### src/rtl/adder_arb_pkg.sv
// ==== adder_arb_pkg: shared constants for adder_arbiter | rev 1.0 ====
`default_nettype none

package adder_arb_pkg;

  localparam int OPW       = 32;
  localparam int NOPS      = 4;
  localparam int REQ_INP_W = NOPS * OPW;
  localparam int INV_W     = NOPS;
  localparam int SCALE_W   = 2;

  localparam logic [1:0] ST_IDLE  = 2'd0;
  localparam logic [1:0] ST_RUN   = 2'd1;
  localparam logic [1:0] ST_DRAIN = 2'd2;

  // Bit offset of operand op (0=a .. 3=d) belonging to requester req.
  function automatic int op_lsb(input int req, input int op);
    return req * REQ_INP_W + op * OPW;
  endfunction

endpackage

`default_nettype wire

### src/rtl/rr_arbiter.sv
// ==== rr_arbiter: rotating-priority one-hot arbiter | rev 1.0 ====
`default_nettype none

module rr_arbiter #(
  parameter int N = 4
) (
  input  logic         clk,
  input  logic         rst_n,
  input  logic [N-1:0] req,
  input  logic         advance,
  output logic [N-1:0] grant
);

  localparam int PW = $clog2(N);

  logic [PW-1:0] ptr;
  logic [PW-1:0] winner;
  logic [PW-1:0] idx;
  logic [PW:0]   sum;
  logic          found;

  // Search starts one past the last winner and wraps modulo N.
  always_comb begin
    grant  = '0;
    found  = 1'b0;
    winner = ptr;
    sum    = '0;
    idx    = '0;
    for (int i = 1; i <= N; i++) begin
      sum = {1'b0, ptr} + (PW+1)'(i);
      if (sum >= (PW+1)'(N)) begin
        sum = sum - (PW+1)'(N);
      end
      idx = sum[PW-1:0];
      if (!found && req[idx]) begin
        found      = 1'b1;
        winner     = idx;
        grant[idx] = 1'b1;
      end
    end
  end

  always_ff @(posedge clk or negedge rst_n) begin
    if (!rst_n) begin
      ptr <= PW'(N - 1);
    end else if (advance && found) begin
      ptr <= winner;
    end
  end

endmodule

`default_nettype wire

### src/rtl/adder_arbiter.sv
// ==== adder_arbiter: shares one pipelined adder between NREQ requesters | rev 1.0 ====
`default_nettype none

module adder_arbiter
  import adder_arb_pkg::*;
#(
  parameter  int NREQ      = 4,
  parameter  int ADDER_LAT = 2,
  localparam int ID_W      = $clog2(NREQ)
) (
  input  logic                      clk_i,
  input  logic                      reset_n_i,
  input  logic                      enable_i,
  input  logic [NREQ-1:0]           req_valid_i,
  output logic [NREQ-1:0]           req_ready_o,
  input  logic [NREQ*REQ_INP_W-1:0] req_inp_i,
  input  logic [NREQ*INV_W-1:0]     req_invert_i,
  input  logic [NREQ*SCALE_W-1:0]   req_scale_i,
  output logic [OPW-1:0]            add_inpa_o,
  output logic [OPW-1:0]            add_inpb_o,
  output logic [OPW-1:0]            add_inpc_o,
  output logic [OPW-1:0]            add_inpd_o,
  output logic [INV_W-1:0]          add_invert_o,
  output logic [SCALE_W-1:0]        add_scale_o,
  input  logic [OPW-1:0]            add_out_i,
  output logic                      res_valid_o,
  output logic [OPW-1:0]            res_data_o,
  output logic [ID_W-1:0]           res_id_o,
  output logic                      busy_o,
  output logic [1:0]                state_o
);

  logic [1:0]         state;
  logic               issue_en;
  logic               issue;
  logic [NREQ-1:0]    grant;
  logic [ID_W-1:0]    win_id;
  logic [OPW-1:0]     sel_op [NOPS];
  logic [INV_W-1:0]   sel_inv;
  logic [SCALE_W-1:0] sel_scale;
  logic [ADDER_LAT:0] tag_valid;
  logic [ID_W-1:0]    tag_id [ADDER_LAT+1];
  logic               busy;

  // enable_i gates grants combinationally so a falling enable blocks issue that same cycle.
  assign issue_en = (state == ST_RUN) && enable_i;

  rr_arbiter #(
    .N (NREQ)
  ) u_rr (
    .clk     (clk_i),
    .rst_n   (reset_n_i),
    .req     (req_valid_i & {NREQ{issue_en}}),
    .advance (issue),
    .grant   (grant)
  );

  assign req_ready_o = grant;
  assign issue       = |grant;
  assign busy        = |tag_valid;
  assign busy_o      = busy;
  assign state_o     = state;

  always_comb begin
    win_id    = '0;
    sel_inv   = '0;
    sel_scale = '0;
    for (int k = 0; k < NOPS; k++) begin
      sel_op[k] = '0;
    end
    for (int n = 0; n < NREQ; n++) begin
      if (grant[n]) begin
        win_id    = ID_W'(n);
        sel_inv   = req_invert_i[n*INV_W +: INV_W];
        sel_scale = req_scale_i[n*SCALE_W +: SCALE_W];
        for (int k = 0; k < NOPS; k++) begin
          sel_op[k] = req_inp_i[op_lsb(n, k) +: OPW];
        end
      end
    end
  end

  always_ff @(posedge clk_i or negedge reset_n_i) begin
    if (!reset_n_i) begin
      state <= ST_IDLE;
    end else begin
      case (state)
        ST_IDLE:  if (enable_i) state <= ST_RUN;
        ST_RUN:   if (!enable_i) state <= ST_DRAIN;
        ST_DRAIN: begin
          if (enable_i) state <= ST_RUN;
          else if (!busy) state <= ST_IDLE;
        end
        default:  state <= ST_IDLE;
      endcase
    end
  end

  always_ff @(posedge clk_i or negedge reset_n_i) begin
    if (!reset_n_i) begin
      add_inpa_o   <= '0;
      add_inpb_o   <= '0;
      add_inpc_o   <= '0;
      add_inpd_o   <= '0;
      add_invert_o <= '0;
      add_scale_o  <= '0;
    end else if (issue) begin
      add_inpa_o   <= sel_op[0];
      add_inpb_o   <= sel_op[1];
      add_inpc_o   <= sel_op[2];
      add_inpd_o   <= sel_op[3];
      add_invert_o <= sel_inv;
      add_scale_o  <= sel_scale;
    end
  end

  // Stage ADDER_LAT lines up with add_out_i for the transaction it tags.
  always_ff @(posedge clk_i or negedge reset_n_i) begin
    if (!reset_n_i) begin
      tag_valid <= '0;
      for (int k = 0; k <= ADDER_LAT; k++) begin
        tag_id[k] <= '0;
      end
    end else begin
      tag_valid <= {tag_valid[ADDER_LAT-1:0], issue};
      tag_id[0] <= win_id;
      for (int k = 1; k <= ADDER_LAT; k++) begin
        tag_id[k] <= tag_id[k-1];
      end
    end
  end

  always_ff @(posedge clk_i or negedge reset_n_i) begin
    if (!reset_n_i) begin
      res_valid_o <= 1'b0;
      res_data_o  <= '0;
      res_id_o    <= '0;
    end else begin
      res_valid_o <= tag_valid[ADDER_LAT];
      if (tag_valid[ADDER_LAT]) begin
        res_data_o <= add_out_i;
        res_id_o   <= tag_id[ADDER_LAT];
      end
    end
  end

endmodule

`default_nettype wire

### config.mk
export PLATFORM = sky130hd
export DESIGN_NAME = adder_arbiter
export DESIGN_NICKNAME = d
export VERILOG_FILES = /design/src/rtl/adder_arb_pkg.sv /design/src/rtl/rr_arbiter.sv /design/src/rtl/adder_arbiter.sv
export SDC_FILE = /design/constraint.sdc
export NUM_CORES = 1
export LEC_CHECK = 0
export CAP_MARGIN = 15
export CORE_AREA = 2 2 292 294
export CTS_BUF_LIST = sky130_fd_sc_hd__clkbuf_16
export CTS_CLUSTER_DIAMETER = 40
export DETAILED_ROUTE_END_ITERATION = 6
export DIE_AREA = 0 0 294 296
export GPL_ROUTABILITY_DRIVEN = 0
export REMOVE_ABC_BUFFERS = 1
export SLEW_MARGIN = 20
export SYNTH_ARGS = -nofsm -noshare
export SYNTH_HDL_FRONTEND = slang
export SYNTH_SLANG_ARGS = --single-unit
### constraint.sdc
create_clock -name clk_i -period 4.9 [get_ports clk_i]
set_input_delay 0.98 -clock clk_i [delete_from_list [all_inputs] [get_ports clk_i]]
set_output_delay 0.98 -clock clk_i [all_outputs]
set_load 0.01 [all_outputs]
======== Yosys cells after proc, flatten, opt, wreduce, memory -nomap -nowiden ========
Index checks and enable logic that the tools add are counted.
W data, S select, Z words.
word-level totals
  bits in registers ....................... 182
  input bits .............................. 575
  output and inout bits ................... 176
  word-level logic and storage cells ...... 114
operators by class
  add/sub/neg operators ................... 8
  magnitude comparators ................... 12
  equality and inequality tests ........... 5
  mux-type cells .......................... 52
  bitwise gates (word level) .............. 4
  reductions and logical operators ........ 18
operators with widths
  kind                   count
  $mux W128              4
  $mux W2                18
  $mux W4                8
  $mux W1                13
  $ge A3 B3 Y1 const B   4
  $lt A2 B3 Y1 const B   4
  $or A4 B4 Y4           3
  $logic_and A1 B1 Y1    9
  $bmux W1 S2            4
  $demux W1 S2           4
  $ge A2 B1 Y1 const B   4
  $sub A2 B1 Y2 const B  4
  $add A2 B2 Y3 const B  2
  $pmux W2 S3            1
  $and A4 B4 Y4          1
  $ne A2 B2 Y1 const B   2
  $reduce_bool A4 Y1     1
  $reduce_or A4 Y1       1
  $add A2 B1 Y3 const B  1
  $add A2 B3 Y3 const B  1
  $logic_not A1 Y1       3
  $ne A3 B3 Y1 const B   1
  $reduce_and A3 Y1      1
  $reduce_or A3 Y1       1
  other kinds (4)        4

======== Depth between registers and ports, before layout ========
  depth in word-level cells ............... 19
  mapped depth ............................ 14
  depth with buffers taken out ............ 10

======== By module ========
Synthesis repeated with hierarchy kept, for this count alone.
unflattened totals
  cells, all modules ...................... 1073
  area, all modules ....................... 10686.5 um2
modules (own cells, without submodules)
  module         instances  cells each  area an instance (um2)  sequential area each (um2)
  adder_arbiter  1          1022        10206.0                 4504.3
  rr_arbiter     1          51          480.5                   52.6

======== Least setup slack after synthesis ========
OpenSTA, ideal clock, no wires.
  kind .................................... register -> output
  start ................................... register u_rr.ptr[1]
  end ..................................... output req_ready_o[3]
  arrival time ............................ 3108 ps
  data required time ...................... 3920 ps
  slack ................................... 812 ps
  stages on the path, launching flop included .. 10
  buffers on the path ..................... 3
  cell sequence ........................... dfstp_2 -> clkbuf_1 -> inv_1 -> ha_1 -> mux4_2 -> nor2b_1 -> a22oi_1 -> a31oi_1 -> clkbuf_1 -> clkbuf_1
between the ends
  word-level cells in the longest chain between the ends .. 15
  elaborated cells between the ends (all ways) .. 60
RTL lines
  what                                                                    RTL line             source
  start: declaration                                                      rr_arbiter.sv:16     logic [PW-1:0] ptr;
  start signal: assignment                                                rr_arbiter.sv:45     ptr <= PW'(N - 1);
  start signal: assignment                                                rr_arbiter.sv:47     ptr <= winner;
  parallel branches: the longest is 14 deep, another holds $add A2 B1 Y3  n/a
  $mux W4 (*)                                                             rr_arbiter.sv:35     if (!found && req[idx]) begin
  end: declaration                                                        adder_arbiter.sv:15  output logic [NREQ-1:0] req_ready_o,
Mark *: on every way between the ends. The select of a mux whose other input is x is not followed.

======== Final worst setup path ========
  start ................................... register u_rr.ptr[0]
  end ..................................... output req_ready_o[2]
Same word-level chain as after synthesis.

==> results.md <==
- RSZ-0062 raised after global routing: false
- Placeable Area: 84200 µm²
- Via count: 11475
- Initial Utilization: 11.6%
- CTS tree: built
- Setup Viol. Count Final: 0
- Tcrit/Tclk final: 95.1%
- Min-Delay Path Class: reg2reg
- Seq/Total Area, Yosys: ~47%
- # clock sinks: 182
- Post-CTS Setup Inserts: 0
- Vias per cell: 4.18
- Worst-Skew Late Latency: 0.50 ns
- Hold Buf Count CTS: 0
- Iteration-0 DRC count of the detailed router: 476
- Post-synth ARST share: 100%
- Synth Register Bits: about 180
- Post-DP HPWL: approximately 43 mm
- CTS root buffer: clkbuf_16
- Switching share of total power: 39.2%
- Clock Pin Slew Worst Setup and Hold Paths: 0.09 ns
- Final slew viol count: 0
- Mapped cell area: 9790 µm²
- Arrival time of the worst setup path: 3.68 ns
- Layout fillers: 9111
- EDFF count, synth: 0
- Critical R2R Launch: u_rr.ptr[0]
- Cells after Synth: 951
- Comb pwr share: 51.7%
- # resized after CTS: 0
- Layout cell share with drive strength beyond 1: 7.38%
- Vias in the first global route: 11666
- Port Buf Inserts: 750
- Drc violations: 0
- Sw power: 3140 µW
- Slew Limit Headroom: 40.8%
- R2r setup slk: 0.79 ns
- Dpl ws: 0.317 ns
- Die width: 294 µm
- Die Y: 296 µm
- Syn avg cell area: 10.3 µm²
- Pwr Density: between 400 and 500 nW/µm²
- Hold path startpoint: tag_valid[0]
- Top post-synthesis cells by area: dfrtp_1 (46%), a221oi_1 (12%), a22oi_1 (10%)
- Crit Path Max Fanout: 17
- Layout Nets: 2221
- Post-synth top area share: 46.0%
- Max VDD drop: between 0.2 and 0.3 mV
- Final ANT Viol Nets: 0
- Fin cells: between 2000 and 3000
- Largest net degree at the start of global routing: 136
- Crit Path Category: reg2out
- Dominant cell type by area after synthesis: dfrtp_1
- Setup crit start kind: flop
- Placed Instances: ~2700
- Final Skew: approximately 0.019 ns
- WP data required: 3.92 ns
- Hold endpoint: tag_valid[1]
- Post-synth top cells: dfrtp_1 (180), nor2_1 (136), a22oi_1 (135)
- Most common flop cell mapped by yosys: dfrtp_1
- CTS Buf Count: 17
- DR WL met3: 5.48 mm
- Clock share of power: between 10% and 20%
- Die Area: 87000 µm²
- Area Overhead vs Synth: 97.4%
- Max-cap viol count: 0
- Placed cell area: 18700 µm²
- Crit end category: output port
- Worst reg-to-reg path cell count: 12
- Cell variety after synth: 48
- Initial antenna violation count: 9
- RR Endpoint: add_inpb_o[13]
- Row count: ~110
- Endpoints failing hold: 0
- Seq pwr share: 28.9%
- First-pass GRT wire length: 78.4 mm
- Internal power: 4870 µW
- YS warnings: 0
- Hold path cells: 0
- Pre-antenna DRT Iters: 5
- Deepest clock path buffer count: 2
- Fmax: roughly 210 MHz
- Status: complete, no violations
- Most common cell in the netlist: dfrtp_1
- Drt wl/cell: 20.6 µm
- Total GRT Usage: 12.3%
- Post-route minimum period: 4.66 ns
- Uppermost layer routed: met5
- Final non-filler cell area: around 19000 µm²
- H-Tree Depth: 4
- Lkg Pwr: 0.00707 µW
- # IOs: around 750
- Final WS setup: about 0.24 ns
- Total wire length: 56.4 mm
- Critical path origin: u_rr.ptr[0]
- M1 WL: 21.7 mm
- WL met2: 27.2 mm
- Worst-margin pin slew: between 0.8 and 0.9 ns
- Overflow after GRT: 0
-- worst max-delay path, stage by stage, from the launching register on --
cell	delay, ns
dfstp_4	0.74
inv_1	0.17
ha_2	0.43
mux4_2	0.59
a22o_1	0.29
o31ai_4	0.36
inv_6	0.07
clkdlybuf4s50_1	0.54
-- layout by cell type, fill, tap and decap left out, types with 3 or more instances in the layout --
master,count
a21oi_1,8
a221oi_1,134
a22oi_1,135
buf_12,19
buf_4,16
clkbuf_16,17
clkdlybuf4s50_1,747
clkinv_8,5
dfrtp_1,180
ha_1,6
inv_1,7
inv_6,4
inv_8,5
mux2_2,37
mux2i_1,3
nand3b_1,4
nor2_1,136
nor3_1,3
o21ai_0,8
o31ai_1,134
-- routing by layer --
layer	up-vias	GRT usage, %
met5	-	0
met4	12	5.72
met3	73	4.44
met2	568	20.5
met1	5618	13.9
li1	5204	-
-- kinds of logic (layout without fill, tap and decap cells) --
logic type	Yosys count	count (layout)	share of synthesized area (%)
AOI/OAI and AO/OA	435	435	35.0
and+or+nand+nor	162	162	7.04
DFF	182	182	46.5
buffers and inverters	122	823	5.39
adders and majority gates	7	7	0.895
xor gates and xnor gates	1	1	0.0895
other	0	1	0
muxes	42	42	5.02
-- stage by stage --
stage / power [µW] / hold slack (ns) / util, % / TNS, ns
final: 8000 / 0.362 / 23.0 / 0
after detailed placement: 6530 / 0.343 / 22.2 / 0
after global routing: 8520 / 0.366 / 23.0 / 0
after floorplan: 4160 / 0.331 / - / -1354.66
after global placement: 6510 / 0.334 / 22.2 / 0
after CTS: 8150 / 0.342 / 22.9 / 0
-- registers in the layout, indices dropped and copies added (netlist names) --
signal,cells
tag_id,6
u_rr.ptr,2
res_data_o,32
add_inpc_o,32
res_id_o,2
add_inpa_o,32
res_valid_o,1
add_scale_o,2
add_invert_o,4
add_inpd_o,32
state_o,2
tag_valid,3
add_inpb_o,32
-- power by group through the flow --
stage	Clock [µW]	Combinational, µW	Sequential [µW]
floorplan	0	1650	2520
global placement	0	4180	2320
detailed placement	0	4200	2330
CTS	1640	4210	2310
global route	1690	4460	2370
finish	1550	4140	2310
-- layout make-up --
class,instances,area (µm²),share of cell area (%)
Clock buffer,17,425,2.20
Antenna cell,1,2.50,0.0129
Inverter,8,35.0,0.181
Timing Repair Buffer,783,7990,41.3
Sequential cell,182,4560,23.6
Multi-Input combinational cell,647,4750,24.6
Tap cell,1090,1360,7.06
Clock inverter,15,201,1.04
-- worst max-delay path by stage --
stage                     end  cells after the start
6_report       req_ready_o[2]                      7
2_1_floorplan     u_rr.ptr[1]                      9
3_3_place_gp   req_ready_o[2]                      7
3_5_place_dp   req_ready_o[2]                      7
4_1_cts        req_ready_o[2]                      7
5_1_grt        req_ready_o[2]                      8
Note: power is estimated with default switching activity, not from simulation.
